$ cat config.mk
export PLATFORM = sky130hd
export DESIGN_NAME = parking_occupancy_flat
export DESIGN_NICKNAME = d
export VERILOG_FILES = /design/src/rtl/parking_occupancy_pkg.sv /design/src/rtl/parking_occupancy_if.sv /design/src/rtl/parking_occupancy_bcd.sv /design/src/rtl/parking_occupancy.sv /design/src/flat_wrapper.sv
export SDC_FILE = /design/constraint.sdc
export NUM_CORES = 1
export LEC_CHECK = 0
export CAP_MARGIN = 15
export CORE_UTILIZATION = 49
export CTS_CLUSTER_DIAMETER = 200
export DETAILED_ROUTE_END_ITERATION = 7
export MAX_ROUTING_LAYER = met4
export PLACE_DENSITY = 0.86
export RECOVER_POWER = 50
export SLEW_MARGIN = 20
export SYNTH_ARGS = -nofsm -noshare
export SYNTH_HDL_FRONTEND = slang
export SYNTH_SLANG_ARGS = --single-unit
$ cat constraint.sdc
create_clock -name clk -period 2.4 [get_ports clk]
set_input_delay 0.48 -clock clk [delete_from_list [all_inputs] [get_ports clk]]
set_output_delay 0.48 -clock clk [all_outputs]
set_load 0.03 [all_outputs]
$ cat src/rtl/parking_occupancy_pkg.sv
// Shared types and limits for the parking occupancy counter.
// Build option PARKING_STATS_EN adds peak/total statistics to the interface and top.
package parking_pkg;

    typedef enum logic [1:0] {
        ST_EMPTY,
        ST_PARTIAL,
        ST_FULL
    } occ_state_t;

    localparam int MAX_BCD_CAPACITY = 99;
    localparam int STATS_W          = 16;

endpackage

$ cat src/rtl/parking_occupancy_if.sv
// Detector-to-display bundle for parking_occupancy; stats signals exist only with PARKING_STATS_EN.
interface parking_occupancy_if
    import parking_pkg::*;
#(
    parameter int CAPACITY = 25
);
    localparam int CW = $clog2(CAPACITY + 1);

    logic          enter;
    logic          exit;
    logic          clear_err;
    logic [CW-1:0] count;
    logic          empty;
    logic          full;
    logic          err_overflow;
    logic          err_underflow;
    logic [3:0]    bcd_tens;
    logic [3:0]    bcd_ones;
`ifdef PARKING_STATS_EN
    logic [CW-1:0]      peak;
    logic [STATS_W-1:0] total_entries;
`endif

    modport master (
        output enter, exit, clear_err,
        input  count, empty, full, err_overflow, err_underflow, bcd_tens, bcd_ones
`ifdef PARKING_STATS_EN
        , input peak, total_entries
`endif
    );

    modport slave (
        input  enter, exit, clear_err,
        output count, empty, full, err_overflow, err_underflow, bcd_tens, bcd_ones
`ifdef PARKING_STATS_EN
        , output peak, total_entries
`endif
    );

endinterface

$ cat src/rtl/parking_occupancy_bcd.sv
// Combinational binary-to-BCD split of a 0..99 occupancy value into tens and ones digits.
module occupancy_to_bcd (
    input  logic [6:0] bin,
    output logic [3:0] tens,
    output logic [3:0] ones
);

    always_comb begin
        tens = 4'(bin / 7'd10);
        ones = 4'(bin % 7'd10);
    end

endmodule

$ cat src/rtl/parking_occupancy.sv
// Lot occupancy counter driven by enter/exit pulses, with status, sticky errors and BCD digits.
// Defining PARKING_STATS_EN adds the peak and total_entries statistics registers.
module parking_occupancy
    import parking_pkg::*;
#(
    parameter int CAPACITY = 25
) (
    input  logic                  clk,
    input  logic                  reset,
    parking_occupancy_if.slave    bus
);

    localparam int            CW       = $clog2(CAPACITY + 1);
    localparam logic [CW-1:0] ONE      = CW'(1);
    localparam logic [CW-1:0] CAP_LAST = CW'(CAPACITY - 1);

    generate
        if (CAPACITY < 1 || CAPACITY > MAX_BCD_CAPACITY) begin : g_cap_check
            $error("parking_occupancy: CAPACITY must be within 1..99");
        end
    endgenerate

    occ_state_t    state;
    logic [CW-1:0] count_q;
    logic          err_ovf_q;
    logic          err_unf_q;
    logic [3:0]    tens_q;
    logic [3:0]    ones_q;
    logic [3:0]    tens_c;
    logic [3:0]    ones_c;
    logic          add_ok;
    logic          sub_ok;
    logic          ovf_hit;
    logic          unf_hit;

    // A simultaneous enter and exit cancels out, so only lone pulses move the count.
    always_comb begin
        add_ok  = bus.enter && !bus.exit && (state != ST_FULL);
        sub_ok  = bus.exit && !bus.enter && (state != ST_EMPTY);
        ovf_hit = bus.enter && !bus.exit && (state == ST_FULL);
        unf_hit = bus.exit && !bus.enter && (state == ST_EMPTY);
    end

    occupancy_to_bcd u_bcd (
        .bin  (7'(count_q)),
        .tens (tens_c),
        .ones (ones_c)
    );

    always_ff @(posedge clk) begin
        if (reset) begin
            state     <= ST_EMPTY;
            count_q   <= '0;
            err_ovf_q <= 1'b0;
            err_unf_q <= 1'b0;
            tens_q    <= 4'd0;
            ones_q    <= 4'd0;
        end else begin
            if (add_ok) begin
                count_q <= count_q + ONE;
                state   <= (count_q == CAP_LAST) ? ST_FULL : ST_PARTIAL;
            end else if (sub_ok) begin
                count_q <= count_q - ONE;
                state   <= (count_q == ONE) ? ST_EMPTY : ST_PARTIAL;
            end
            // A fresh error in the clearing cycle must survive the clear.
            err_ovf_q <= (err_ovf_q && !bus.clear_err) || ovf_hit;
            err_unf_q <= (err_unf_q && !bus.clear_err) || unf_hit;
            tens_q    <= tens_c;
            ones_q    <= ones_c;
        end
    end

    assign bus.count         = count_q;
    assign bus.empty         = (state == ST_EMPTY);
    assign bus.full          = (state == ST_FULL);
    assign bus.err_overflow  = err_ovf_q;
    assign bus.err_underflow = err_unf_q;
    assign bus.bcd_tens      = tens_q;
    assign bus.bcd_ones      = ones_q;

`ifdef PARKING_STATS_EN
    logic [CW-1:0]      peak_q;
    logic [STATS_W-1:0] total_q;

    // Peak tracks the new count in the same cycle the count rises above it.
    always_ff @(posedge clk) begin
        if (reset) begin
            peak_q  <= '0;
            total_q <= '0;
        end else if (add_ok) begin
            if ((count_q + ONE) > peak_q) begin
                peak_q <= count_q + ONE;
            end
            if (total_q != {STATS_W{1'b1}}) begin
                total_q <= total_q + STATS_W'(1);
            end
        end
    end

    assign bus.peak          = peak_q;
    assign bus.total_entries = total_q;
`endif

endmodule

$ cat src/flat_wrapper.sv
// flat-port wrapper written by rule: the top's interface ports become plain ports
module parking_occupancy_flat import parking_pkg::*;
#(
    parameter int CAPACITY = 25
)
  (clk, reset, bus_enter, bus_exit, bus_clear_err, bus_count, bus_empty, bus_full, bus_err_overflow, bus_err_underflow, bus_bcd_tens, bus_bcd_ones);
  parking_occupancy_if #(.CAPACITY(CAPACITY)) bus_i ();
  input  logic clk;
  input  logic reset;
  input wire logic [$bits(bus_i.enter)-1:0] bus_enter;
  input wire logic [$bits(bus_i.exit)-1:0] bus_exit;
  input wire logic [$bits(bus_i.clear_err)-1:0] bus_clear_err;
  output wire logic [$bits(bus_i.count)-1:0] bus_count;
  output wire logic [$bits(bus_i.empty)-1:0] bus_empty;
  output wire logic [$bits(bus_i.full)-1:0] bus_full;
  output wire logic [$bits(bus_i.err_overflow)-1:0] bus_err_overflow;
  output wire logic [$bits(bus_i.err_underflow)-1:0] bus_err_underflow;
  output wire logic [$bits(bus_i.bcd_tens)-1:0] bus_bcd_tens;
  output wire logic [$bits(bus_i.bcd_ones)-1:0] bus_bcd_ones;
  assign bus_i.enter = bus_enter;
  assign bus_i.exit = bus_exit;
  assign bus_i.clear_err = bus_clear_err;
  assign bus_count = bus_i.count;
  assign bus_empty = bus_i.empty;
  assign bus_full = bus_i.full;
  assign bus_err_overflow = bus_i.err_overflow;
  assign bus_err_underflow = bus_i.err_underflow;
  assign bus_bcd_tens = bus_i.bcd_tens;
  assign bus_bcd_ones = bus_i.bcd_ones;
  parking_occupancy #(.CAPACITY(CAPACITY)) u_core (.clk(clk), .reset(reset), .bus(bus_i));
endmodule
# --- Word-level counts from Yosys, hierarchy flattened ---
# Cells that the tools add are included.
classes:
  add_sub_neg: 2
  muxes: 6
  n_eq_ne: 4
  reduce_logical: 16
  div: 2
op_table:
  columns: ["op", "count"]
  rows:
  - ["2-to-1 mux 5 bit", 2]
  - ["logical AND 1 bit", 8]
  - ["divider 5 x 4 -> 7 bit (second input constant)", 1]
  - ["modulo 5 x 4 -> 7 bit (second input constant)", 1]
  - ["2-to-1 mux 2 bit", 3]
  - ["adder 5 x 1 -> 5 bit (second input constant)", 1]
  - ["equality test 5 x 1 -> 1 bit (second input constant)", 1]
  - ["equality test 5 bit (second input constant)", 1]
  - ["subtractor 5 x 1 -> 5 bit (second input constant)", 1]
  - ["nonzero test 2 bit", 2]
  - ["logical NOT 1 bit", 3]
  - ["equality test 2 bit (second input constant)", 1]
  - ["logical NOT 2 bit", 1]
  - ["logical OR 1 bit", 2]
  - ["!= test 2 bit (second input constant)", 1]
  - ["2-to-1 mux 1 bit", 1]
word_totals:
  wordCells: 36
  register_bits: 17
  input_bits: 5
  output_inout_bits: 17

# --- Longest topological paths before layout ---
logic_depth:
  depth_word: 5
  ltp_mapped: 10
  depth_no_buf: 10

# --- Hierarchy ---
# A second synthesis with hierarchy kept.
hier_totals:
  hier_cells: 139
  area_unflattened_um2: 1206.2
by_module_without_submodules:
  columns: ["mod", "seq_area_each_um2", "cells_per_inst", "n_inst", "area_each_um2"]
  rows:
  - ["parking_occupancy", 340.3, 83, 1, 772.0]
  - ["occupancy_to_bcd", 0.0, 56, 1, 434.2]

# --- Least setup slack after synthesis ---
# OpenSTA, ideal clock, no wires.
synth_timing:
  path_type: "register -> register"
  from: "register u_core.count_q[2] (netlist: u_core.bus.count[2])"
  to: "register u_core.ones_q[1] (netlist: u_core.bus.bcd_ones[1])"
  stages_incl_launch_ff: 11
  t_required_ps: 2279
  setup_time_ps: 121
  n_path_buf: 0
  arrival_ps: 2340
  period_less_slack_ps: 2460
  slack_ps: -60
  cell_sequence: "dfxtp_1 > inv_1 > ha_1 > inv_1 > ha_1 > a31oi_4 > xnor2_1 > ha_1 > o22ai_1 > a21oi_2 > mux2_2"
synth_between:
  elab_chain_len: 1
synth_rtl:
  columns: ["item", "line", "text"]
  rows:
  - ["start, declared", "parking_occupancy.sv:24", "logic [CW-1:0] count_q;"]
  - ["start signal, assigned", "parking_occupancy.sv:60", "count_q <= count_q + ONE;"]
  - ["start signal, assigned", "parking_occupancy.sv:63", "count_q <= count_q - ONE;"]
  - ["modulo 5 x 4 -> 7 bit", "parking_occupancy_bcd.sv:10", "ones = 4'(bin % 7'd10);"]
  - ["end signal, assigned", "parking_occupancy.sv:70", "ones_q <= ones_c;"]
  - ["end, declared", "parking_occupancy.sv:28", "logic [3:0] ones_q;"]
# No other way between the ends.
# A chain may end at the register's enable or synchronous reset.

# --- Worst setup path in the final report ---
# Same ends and word-level chain as after synthesis.

==> reports/metrics.yaml <==
slew_violations: 0
crit_path_end_kind: "flip-flop"
finalHoldViolCount: 0
worstPathRequired_ps: 2580
ys_seq_area_share_pct: 30.2
crit_type: "flip-flop to flip-flop"
tightestPinTransition_ps: 506
vias: 887
grt_pass1_vias: 838
drc: 0
core-area_um2: 1820
gr-total-overflow: 0
start_util_pct: 54.6
p_leak_nw: 0.530
synth_area_leaders: "dfxtp_1 (30%), ha_1 (15%), nor2_1 (6.8%), xnor2_1 (5.3%), nand2b_1 (3.8%)"
finalCritPeriodShare_pct: 95.9
finClkSkew_ps: 2.82
fin_util_pct: 69.9
r2r_start: "u_core.bus.count[2]"
async_flop_share_pct: 0
drtAntennaViolNets: 0
antenna_found_initial: 0
grt_start_max_net_pins: 13
synthFlopType: "dfxtp_1"
timing.slew.headroom_pct: 65.9
clockBufferDepth: 2
num_antenna_cells: 0
wl_per_cell_um: 12.9
cts_num_sinks: 15
synth_edf_count: 0
grt_usage_pct: 22.0
ir_drop_mv: 0.410
yosys_warnings: 0
setup_viol: 0
area_growth_pct: 27.9
fin_crit_ps: 2300
critPathMaxFanout: 8
worstSetupStartpointType: "flip-flop"
netlist_area_um2: 995
critPathLaunch: "u_core.bus.count[2]"
die-height_um: 47.1
power.density_nw_per_um2: 449
layout_commonest_cell: "nor2_1"
hold_class: "flip-flop to flip-flop"
numCtsBuffers: 3
die-area_um2: 2210
whs_ps: 588
wirelength_um: 2200
avgSynthCellArea_um2: 8.29
clockRootBuffer: "clkbuf_4"
cts_tree: "built"
synth_top_area_share_pct: 30.2
drt_iter0_markers: 24
io_pins: 22
clkTransAtPathRegs_ps: 100
clk_latency_ps: 280
drtPass1Iterations: 4
max-cap-violations: 0
place_ws_ps: 75.7
die-width_um: 47.1
htree_levels: 1
via_per_inst: 5.22
synthCells: 120
ys_ff_latch: 15
nNetsFinal: 163
crit_arrival_ps: 2480
yosysTopAreaCell: "dfxtp_1"
layout_common_cells: "nor2_1 (18), dfxtp_1 (13), ha_1 (11)"
synth_cell_types: 34
drive_gt1_share_pct: 13.8
grt_pass1_wl_um: 3390
worst_hold_startpoint: "u_core.state[0]"
portBuffers: 19
setup_slack_ps: 97.9
max_freq_ghz: 0.434
dp_hpwl_um: 1710
outcome: "completed"
gp_congestion: 0.871
placement_rows: 15
cells by family after synthesis:
| group | after synthesis | synth area share (%) |
|---|---|---|
| DFF | 15 | 30.2 |
| and+or+nand+nor | 46 | 23.4 |
| xor gates and xnor gates | 6 | 5.28 |
| muxes | 3 | 3.27 |
| AOI/OAI and AO/OA | 22 | 15.3 |
| adders and majority gates | 12 | 15.1 |
| buffers and inverters | 15 | 7.04 |
| other | 1 | 0.377 |
path summary, 6_finish.rpt:
path,cells after the start,slack [ps],end
worst max-delay path,10,100,u_core.bus.bcd_ones[1]
worst min-delay path,2,590,u_core.state[0]
worst max register to register,10,100,u_core.bus.bcd_ones[1]
worst min register to register,2,590,u_core.state[0]
layer usage:
| layer | routed length (um) | track usage [%] | vias up |
|---|---|---|---|
| met3 | 141 | 2.31 | 2 |
| met4 | 5 | 7.43 | 0 |
| met5 | 0 | - | - |
| met1 | 936 | 25.2 | 405 |
| li1 | - | - | 450 |
| met2 | 1110 | 39.4 | 30 |
worst max-delay path: stages, from the launching register on:
cell and delay (ps):
dfxtp_2 380, inv_1 110, ha_1 190, inv_1 50, ha_1 220, a31oi_4 230, xnor2_1 170, ha_2 230
o22ai_1 100, a21oi_2 180, mux2_2 340
cells in the mapped netlist (all sizes together) (2+ instances only):
| cell type | n |
|---|---|
| nor2 | 18 |
| o22ai | 4 |
| nand2b | 6 |
| nand3 | 5 |
| clkbuf | 3 |
| ha | 12 |
| o21ai | 2 |
| nand2 | 6 |
| a21oi | 8 |
| a31oi | 3 |
| dfxtp | 15 |
| nor2b | 3 |
| nor3 | 2 |
| inv | 8 |
| mux2 | 2 |
| buf | 4 |
| xnor2 | 6 |
registers in the layout, summed over array words and instances (netlist names):
name,cells
u_core.bus.bcd_ones,4
u_core.bus.bcd_tens,2
u_core.bus.count,5
u_core.bus.err_overflow,1
u_core.bus.err_underflow,1
u_core.state,2
stage by stage:
step | instances | total power, W | TNS [ps] | cell area (um^2)
floorplan | 121 | 0.000381 | 0 | 1000
global placement | 164 | 0.000424 | 0 | 1230
detailed placement | 164 | 0.000429 | 0 | 1230
CTS | 168 | 0.000577 | 0 | 1250
global route | 170 | 0.000600 | -0.129 | 1270
finish | 170 | 0.000571 | 0 | 1270
where the power goes:
| part | switching, W | internal [W] | total [W] |
|---|---|---|---|
| clock | 0.0000843 | 0.0000618 | 0.000146 |
| sequential | 0.0000111 | 0.000260 | 0.000271 |
| combinational | 0.0000886 | 0.0000656 | 0.000154 |
final cells by class:
| cell class | instances | area, um^2 |
|---|---|---|
| Multi-Input combinational cell | 91 | 631 |
| Fill cell | 153 | 548 |
| Sequential cell | 15 | 303 |
| Timing Repair Buffer | 27 | 250 |
| Tap cell | 25 | 31.3 |
| Inverter | 8 | 30.0 |
| Clock buffer | 3 | 22.5 |
| Clock inverter | 1 | 5.00 |
repair_timing:
action	CTS	global route
setup endpoints to repair	0	1
buffers inserted	0	2
hold buffers	0	0
resized for setup	0	2
Power figures use the tool's default switching activity.
